===== src/rtl/mem_port_arbiter.sv =====
// Shares one single-port memory between instruction fetch and the data port.
// Data has priority. A global stall holds the pipeline until every access
// needed this step has completed. A timeout aborts a hung access and sets a
// sticky bus error. A free-running counter tallies stalled cycles.
module mem_port_arbiter #(
  parameter int TIMEOUT = 255,
  parameter int CNT_W   = 32
) (
  input  logic             clk,
  input  logic             reset,
  input  logic             if_req,
  input  logic [31:0]      if_addr,
  output logic [31:0]      if_rdata,
  input  logic             mem_rd,
  input  logic             mem_wr,
  input  logic [31:0]      mem_addr,
  input  logic [31:0]      mem_wdata,
  output logic [31:0]      mem_rdata,
  output logic             m_req,
  output logic             m_we,
  output logic [31:0]      m_addr,
  output logic [31:0]      m_wdata,
  input  logic             m_ready,
  input  logic [31:0]      m_rdata,
  output logic             stall,
  output logic             bus_err,
  output logic [CNT_W-1:0] stall_cycles
);

  typedef enum logic [1:0] {OWN_NONE, OWN_DATA, OWN_INST} owner_t;

  // The abort fires in the cycle where the wait count would reach TIMEOUT.
  localparam logic [15:0] TMO_LAST = 16'(TIMEOUT - 1);

  owner_t           r_owner, w_sel, w_owner_nxt;
  logic             r_d_served, r_i_served;
  logic [31:0]      r_if_lat, r_mem_lat;
  logic [15:0]      r_tcnt;
  logic             r_bus_err;
  logic [CNT_W-1:0] r_stall_cycles;

  logic        w_d_need, w_i_need, w_req, w_tmo, w_done;
  logic        w_d_comp, w_i_comp, w_d_load_comp, w_stall;
  logic [31:0] w_cdata;

  assign w_d_need = mem_rd | mem_wr;
  assign w_i_need = if_req;

  // Owner selection (zero-wait issue from NONE) and next-owner decision.
  always_comb begin
    w_sel = r_owner;
    if (r_owner == OWN_NONE) begin
      if (w_d_need && !r_d_served)      w_sel = OWN_DATA;
      else if (w_i_need && !r_i_served) w_sel = OWN_INST;
    end
    w_owner_nxt = (w_req && !w_done) ? w_sel : OWN_NONE;
  end

  assign w_req    = !reset && (w_sel != OWN_NONE);
  assign w_tmo    = w_req && !m_ready && (r_tcnt == TMO_LAST);
  assign w_done   = w_req && (m_ready || w_tmo);
  assign w_d_comp = w_done && (w_sel == OWN_DATA);
  assign w_i_comp = w_done && (w_sel == OWN_INST);
  // A store with mem_rd also set is still a store: nothing to capture.
  assign w_d_load_comp = w_d_comp && !mem_wr;
  assign w_cdata  = w_tmo ? 32'h0 : m_rdata;

  assign w_stall = !reset &&
                   ((w_d_need && !r_d_served && !w_d_comp) ||
                    (w_i_need && !r_i_served && !w_i_comp));

  assign m_req   = w_req;
  assign m_we    = w_req && (w_sel == OWN_DATA) && mem_wr;
  assign m_addr  = (w_sel == OWN_DATA) ? mem_addr : if_addr;
  assign m_wdata = (w_sel == OWN_DATA) ? mem_wdata : 32'h0;

  assign mem_rdata    = w_d_load_comp ? w_cdata : r_mem_lat;
  assign if_rdata     = w_i_comp ? w_cdata : r_if_lat;
  assign stall        = w_stall;
  assign bus_err      = r_bus_err;
  assign stall_cycles = r_stall_cycles;

  // Owner register: holds the selection while an access waits on m_ready.
  always_ff @(posedge clk) begin
    if (reset) r_owner <= OWN_NONE;
    else       r_owner <= w_owner_nxt;
  end

  // Served flags: set on completion, cleared whenever the pipeline advances.
  always_ff @(posedge clk) begin
    if (reset || !w_stall) begin
      r_d_served <= 1'b0;
      r_i_served <= 1'b0;
    end else begin
      if (w_d_comp) r_d_served <= 1'b1;
      if (w_i_comp) r_i_served <= 1'b1;
    end
  end

  // Read-data latches: hold the last completed read of each port.
  always_ff @(posedge clk) begin
    if (reset) begin
      r_mem_lat <= 32'h0;
      r_if_lat  <= 32'h0;
    end else begin
      if (w_d_load_comp) r_mem_lat <= w_cdata;
      if (w_i_comp)      r_if_lat  <= w_cdata;
    end
  end

  // Wait counter: counts waiting cycles of the current access.
  always_ff @(posedge clk) begin
    if (reset || w_done || !w_req) r_tcnt <= 16'h0;
    else if (!m_ready)             r_tcnt <= r_tcnt + 16'h1;
  end

  // Sticky bus error and wrapping stall-cycle counter.
  always_ff @(posedge clk) begin
    if (reset) begin
      r_bus_err      <= 1'b0;
      r_stall_cycles <= '0;
    end else begin
      if (w_tmo)   r_bus_err      <= 1'b1;
      if (w_stall) r_stall_cycles <= r_stall_cycles + CNT_W'(1);
    end
  end

endmodule


===== config.mk =====
export PLATFORM = sky130hd
export DESIGN_NAME = mem_port_arbiter
export DESIGN_NICKNAME = d
export VERILOG_FILES = /design/src/rtl/mem_port_arbiter.sv
export SDC_FILE = /design/constraint.sdc
export NUM_CORES = 1
export LEC_CHECK = 0
export ABC_CLOCK_PERIOD_IN_PS = 3690
export CAP_MARGIN = 20
export CORE_MARGIN = 2
export CORE_UTILIZATION = 46
export CTS_CLUSTER_SIZE = 20
export DETAILED_ROUTE_END_ITERATION = 10
export PLACE_DENSITY_LB_ADDON = 0.3
export SYNTH_ARGS = -nofsm -noshare
export SYNTH_HDL_FRONTEND = slang
export SYNTH_SLANG_ARGS = --single-unit

===== constraint.sdc =====
create_clock -name clk -period 3.69 [get_ports clk]
set_input_delay 0.738 -clock clk [delete_from_list [all_inputs] [get_ports clk]]
set_output_delay 0.738 -clock clk [all_outputs]
set_load 0.1 [all_outputs]

# After elaboration in Yosys (flattened, before gate mapping)
# Cells that the tools add are included.
[op_classes] n_eq_ne=3 bitwise_logic=2 n_mux=8 addsub=2 reduce_logical=33
[op_table] operator="$mux 32" n=5
[op_table] operator="$add 32x1->32 const B" n=1
[op_table] operator="$add 16x1->16 const B" n=1
[op_table] operator="$eq 16x8->1 const B" n=1
[op_table] operator="$logic_and 1x1->1" n=15
[op_table] operator="$logic_not 1->1" n=10
[op_table] operator="$mux 2" n=3
[op_table] operator="$logic_or 1x1->1" n=5
[op_table] operator="$eq 2x1->1 const B" n=1
[op_table] operator="$eq 2x2->1 const B" n=1
[op_table] operator="$logic_not 2->1" n=1
[op_table] operator="$reduce_bool 2->1" n=1
[op_table] operator="$reduce_or 2->1" n=1
[op_table] operator="$not 1->1" n=1
[op_table] operator="$or 1x1->1" n=1
[totals] in_bits=134 reg_bits=117

# Logic depth before layout (Yosys ltp)
[logic_depth] ltp_word=18 depth_mapped=9 ltp_nobuf=7

# Worst setup path before layout
# OpenSTA, ideal clock, no wires.
[synth_timing] path_type="input to output" start="input mem_wr" end="output mem_rdata[0]" path_buffers=1 cell_stages=6 required_ns=2.952 arrival_ns=4.652 path_slack_ns=-1.700 cell_sequence="o21bai_1 -> a41oi_1 -> nand3_1 -> clkbuf_1 -> nand2_1 -> mux2i_1"
[synth_between] elab_chain_len=13
[synth_rtl] element="from (decl)" line_no="15" rtl="input logic mem_wr,"
[synth_rtl] element="$or 1x1->1 *" line_no="46" rtl="assign w_d_need = mem_rd | mem_wr;"
[synth_rtl] element="$logic_and 1x1->1 *" line_no="53" rtl="if (w_d_need && !r_d_served) w_sel = OWN_DATA;"
[synth_rtl] element="$mux 2 *" line_no="53"
[synth_rtl] element="$mux 2 *" line_no="52" rtl="if (r_owner == OWN_NONE) begin"
[synth_rtl] element="$reduce_bool 2->1 *" line_no="59" rtl="assign w_req = !reset && (w_sel != OWN_NONE);"
[synth_rtl] element="$logic_and 1x1->1 *" line_no="59"
[synth_rtl] element="net m_req" line_no="19" rtl="output logic m_req,"
[synth_rtl] element="$logic_and 1x1->1 (2 in series)" line_no="60" rtl="assign w_tmo = w_req && !m_ready && (r_tcnt == TMO_LAST);"
[synth_rtl] element="$logic_or 1x1->1" line_no="61" rtl="assign w_done = w_req && (m_ready || w_tmo);"
[synth_rtl] element="$logic_and 1x1->1" line_no="61"
[synth_rtl] element="$logic_and 1x1->1" line_no="62" rtl="assign w_d_comp = w_done && (w_sel == OWN_DATA);"
[synth_rtl] element="$logic_and 1x1->1" line_no="65" rtl="assign w_d_load_comp = w_d_comp && !mem_wr;"
[synth_rtl] element="$mux 32 *" line_no="77" rtl="assign mem_rdata = w_d_load_comp ? w_cdata : r_mem_lat;"
[synth_rtl] element="to (decl)" line_no="18" rtl="output logic [31:0] mem_rdata,"
# Mark *: on every way through the listed nets, which the timed path passes. The rest lies on a longest branch.

# Final worst setup path
[layout_timing] start="input mem_wr" end="output if_rdata[16]"
[layout_between] elab_chain_len=12
[layout_rtl] element="$or 1x1->1 *" line_no="46"
[layout_rtl] element="$logic_and 1x1->1 *" line_no="53"
[layout_rtl] element="$mux 2 *" line_no="53"
[layout_rtl] element="$mux 2 *" line_no="52"
[layout_rtl] element="$reduce_bool 2->1" line_no="59"
[layout_rtl] element="$logic_and 1x1->1" line_no="59"
[layout_rtl] element="$logic_and 1x1->1 (2 in series)" line_no="60"
[layout_rtl] element="$logic_or 1x1->1" line_no="61"
[layout_rtl] element="$logic_and 1x1->1" line_no="61"
[layout_rtl] element="$logic_and 1x1->1" line_no="63" rtl="assign w_i_comp = w_done && (w_sel == OWN_INST);"
[layout_rtl] element="$mux 32 *" line_no="78" rtl="assign if_rdata = w_i_comp ? w_cdata : r_if_lat;"
[layout_rtl] element="to (decl)" line_no="13" rtl="output logic [31:0] if_rdata,"
# Every way passes the cells marked *; elsewhere a longest branch is shown, timed or not.

==> metrics.csv <==
metric;value;unit
grt_max_degree;67;
layout-drive-gt1-share;25.30;%
crit_path_end_kind;output port;
placement_rows;44;
critical_path.max_fanout;32;
first_pass_iters;6;
power-per-cell-area;412.0;mW/mm^2
io_buffers;297;
htreeDepth;4;
grt_pass1_wl;42.04;mm
cp_slowest_stage_delay;440;ps
synthesis.area;0.006749;sq mm
arrival;2940;ps
final_max_slew_viol_count;0;
routed_wl;27.07;mm
cts_tree;done;
via_count;7704;
ys_warn_count;0;
core_area;0.01442;sq mm
route.detailed.drc;0;
async_reset_ff_share;0;%
num_antenna_cells;0;
cpMaxStageDelayCell;clkdlybuf4s50_1;
fmax;271.8;MHz
clk_latency;420;ps
hold_viol_final;0;
synth-seq-cells;117;
crit_required;2950;ps
finalCritPeriodShare;99.72;%
synth_ff_type;dfxtp_1;
die_width;125.1;um
hold_class;register to register;
ant_nets;0;
die_h;125.1;um
p_total;5.107;mW
path_common_cell;buf_4;
tightestPinTransition;1074;ps
syn_nets;1013;
drt_iter0_drc;802;
hold_buffers;0;
root_buffer;clkbuf_16;
track_usage;33.65;%
power_leakage;5.024;nW
overflow;0;
yosysSeqAreaShare;34.71;%
route.detailed.vias_per_inst;5.656;
nets;1302;
synth-edff-count;0;
cts_buffer_depth;2;
status;finished clean;
grt_pass1_vias;7727;
path_class;input port to output port;
grt_antenna_before_repair;0;
die-area;0.01566;sq mm
pin_count;298;
peakVddDrop;416.1;uV
wl_per_cell;19.88;um
setup_ws;10.44;ps
fin_skew;10.45;ps
pre_cts_ws;-11.83;ps
dp_hpwl;19.59;mm
critical_path.startpoint_type;input port;
initial_core_util;46.79;%
syn_inst;876;
worstPathCellList;clkdlybuf4s50_1 -> o21ba_2 -> buf_4 -> a21boi_0 -> o21ai_2 -> buf_4 -> o21ai_0 -> nand2_2 -> buf_12;
clock_sinks;117;
fin_crit;3680;ps
gp_congestion;0.9187;
ys_types;55;
maxCapViolations;0;
area.growth.synth_to_final;83.67;%
avgSynthCellArea;7.704;sq um
clk_pin_slew;50;ps
slew_headroom;28.18;%
cts_buffers;17;
setup_viol;0;
-- flip-flops by register name, summed over array words and instances, names as in the netlist --
signal and flops:
r_if_lat 32, r_mem_lat 32, stall_cycles 32, r_tcnt 16, r_owner 2, bus_err 1
r_d_served 1, r_i_served 1
-- worst paths after layout --
kind                                     from                to  slack [ps]  cells past startpoint
worst max-delay path                   mem_wr      if_rdata[16]          10                      9
worst min-delay path            r_mem_lat[25]     r_mem_lat[25]         470                      2
worst max register to register     r_d_served  stall_cycles[26]        1370                      7
worst min register to register  r_mem_lat[25]     r_mem_lat[25]         470                      2
-- layout make-up --
cell class | count | area (sq um)
Sequential cell | 117 | 2342
Clock buffer | 19 | 442.9
Timing Repair Buffer | 330 | 4617
Fill cell | 743 | 2028
Multi-Input combinational cell | 660 | 4461
Inverter | 39 | 146.4
Tap cell | 184 | 230.2
Clock inverter | 13 | 156.4
-- cells in the mapped netlist, drive strengths merged (4+ instances only) --
| master | number | area share [%] |
|---|---|---|
| buf | 21 | 2.4 |
| o21ai | 38 | 2.8 |
| nand3 | 18 | 1.3 |
| inv | 39 | 2.2 |
| xnor2 | 6 | 0.78 |
| a21oi | 52 | 4.4 |
| nor3 | 6 | 0.44 |
| and2 | 36 | 3.3 |
| and3 | 6 | 0.56 |
| clkbuf | 39 | 2.2 |
| xor2 | 8 | 1.0 |
| mux2i | 63 | 9.3 |
| nor4 | 4 | 0.78 |
| mux2 | 31 | 5.6 |
| dfxtp | 117 | 35 |
| nand2 | 211 | 12 |
| nor2b | 31 | 2.9 |
| nor2 | 61 | 3.4 |
| a211oi | 11 | 1.3 |
| nand4 | 47 | 4.4 |
-- power breakdown --
group	internal [mW]	total, mW	switching, mW	leakage (nW)
logic	0.745	2.09	1.35	3.80
clock network	1.07	1.69	0.617	0.281
registers	1.30	1.32	0.0257	0.947
-- metrics by stage --
stage	TNS (ps)	utilization, %	std cells	hold slack (ps)	cell area [sq um]
floorplan	0	-	876	429.7	7228
global placement	-4.838	81.34	1326	444.1	11730
detailed placement	-16.83	81.48	1327	462.6	11750
CTS	0	85.66	1359	468.3	12360
global route	-92.80	85.94	1362	488.5	12400
finish	0	85.94	1362	468.8	12400
-- critical path, delay by kind of cell --
family,cells,cell delay (ps)
AOI/OAI and AO/OA,4,1050
buffers and inverters,4,1020
and+or+nand+nor,1,130
-- metal layers --
metal	GRT usage (%)	routed length (um)	up-vias
met4	12.81	895	0
li1	-	-	3539
met3	7.788	2057	84
met1	40.06	10300	3684
met5	0	0	-
met2	58.95	13820	397
-- cell families after synthesis --
kind of cell / after synthesis / synth area share, %
DFF: 117 / 34.71
and+or+nand+nor: 429 / 30.11
adders and majority gates: 3 / 0.5562
buffers and inverters: 99 / 6.767
AOI/OAI and AO/OA: 120 / 11.09
muxes: 94 / 14.96
xor gates and xnor gates: 14 / 1.817
-- cells in the final DEF (no fill, tap or decap), types with 3 or more instances in the layout --
cell type	instances
a2111oi_2	3
a211oi_1	10
a21oi_1	43
a21oi_2	9
and2_1	35
and3_1	6
and4_1	3
buf_12	138
buf_4	33
bufinv_16	3
clkbuf_16	18
clkdlybuf4s50_1	158
clkinv_2	4
clkinvlp_4	5
dfxtp_1	117
ha_1	3
inv_1	38
mux2_1	22
mux2_4	8
mux2i_1	32
mux2i_4	31
nand2_1	183
nand2_2	27
nand3_1	17
nand4_1	46
nor2_1	60
nor2b_1	31
nor3_1	6
o21ai_0	30
o21ai_1	5
o21ai_2	3
xnor2_1	6
xor2_1	8
-- repair_timing --
action | CTS | global route
setup endpoints to repair | 5 | 12
setup buffers | 0 | 2
gates cloned | 0 | 1
pin swaps | 0 | 0
resized for setup | 1 | 5
(Power assumes the default switching activity.)
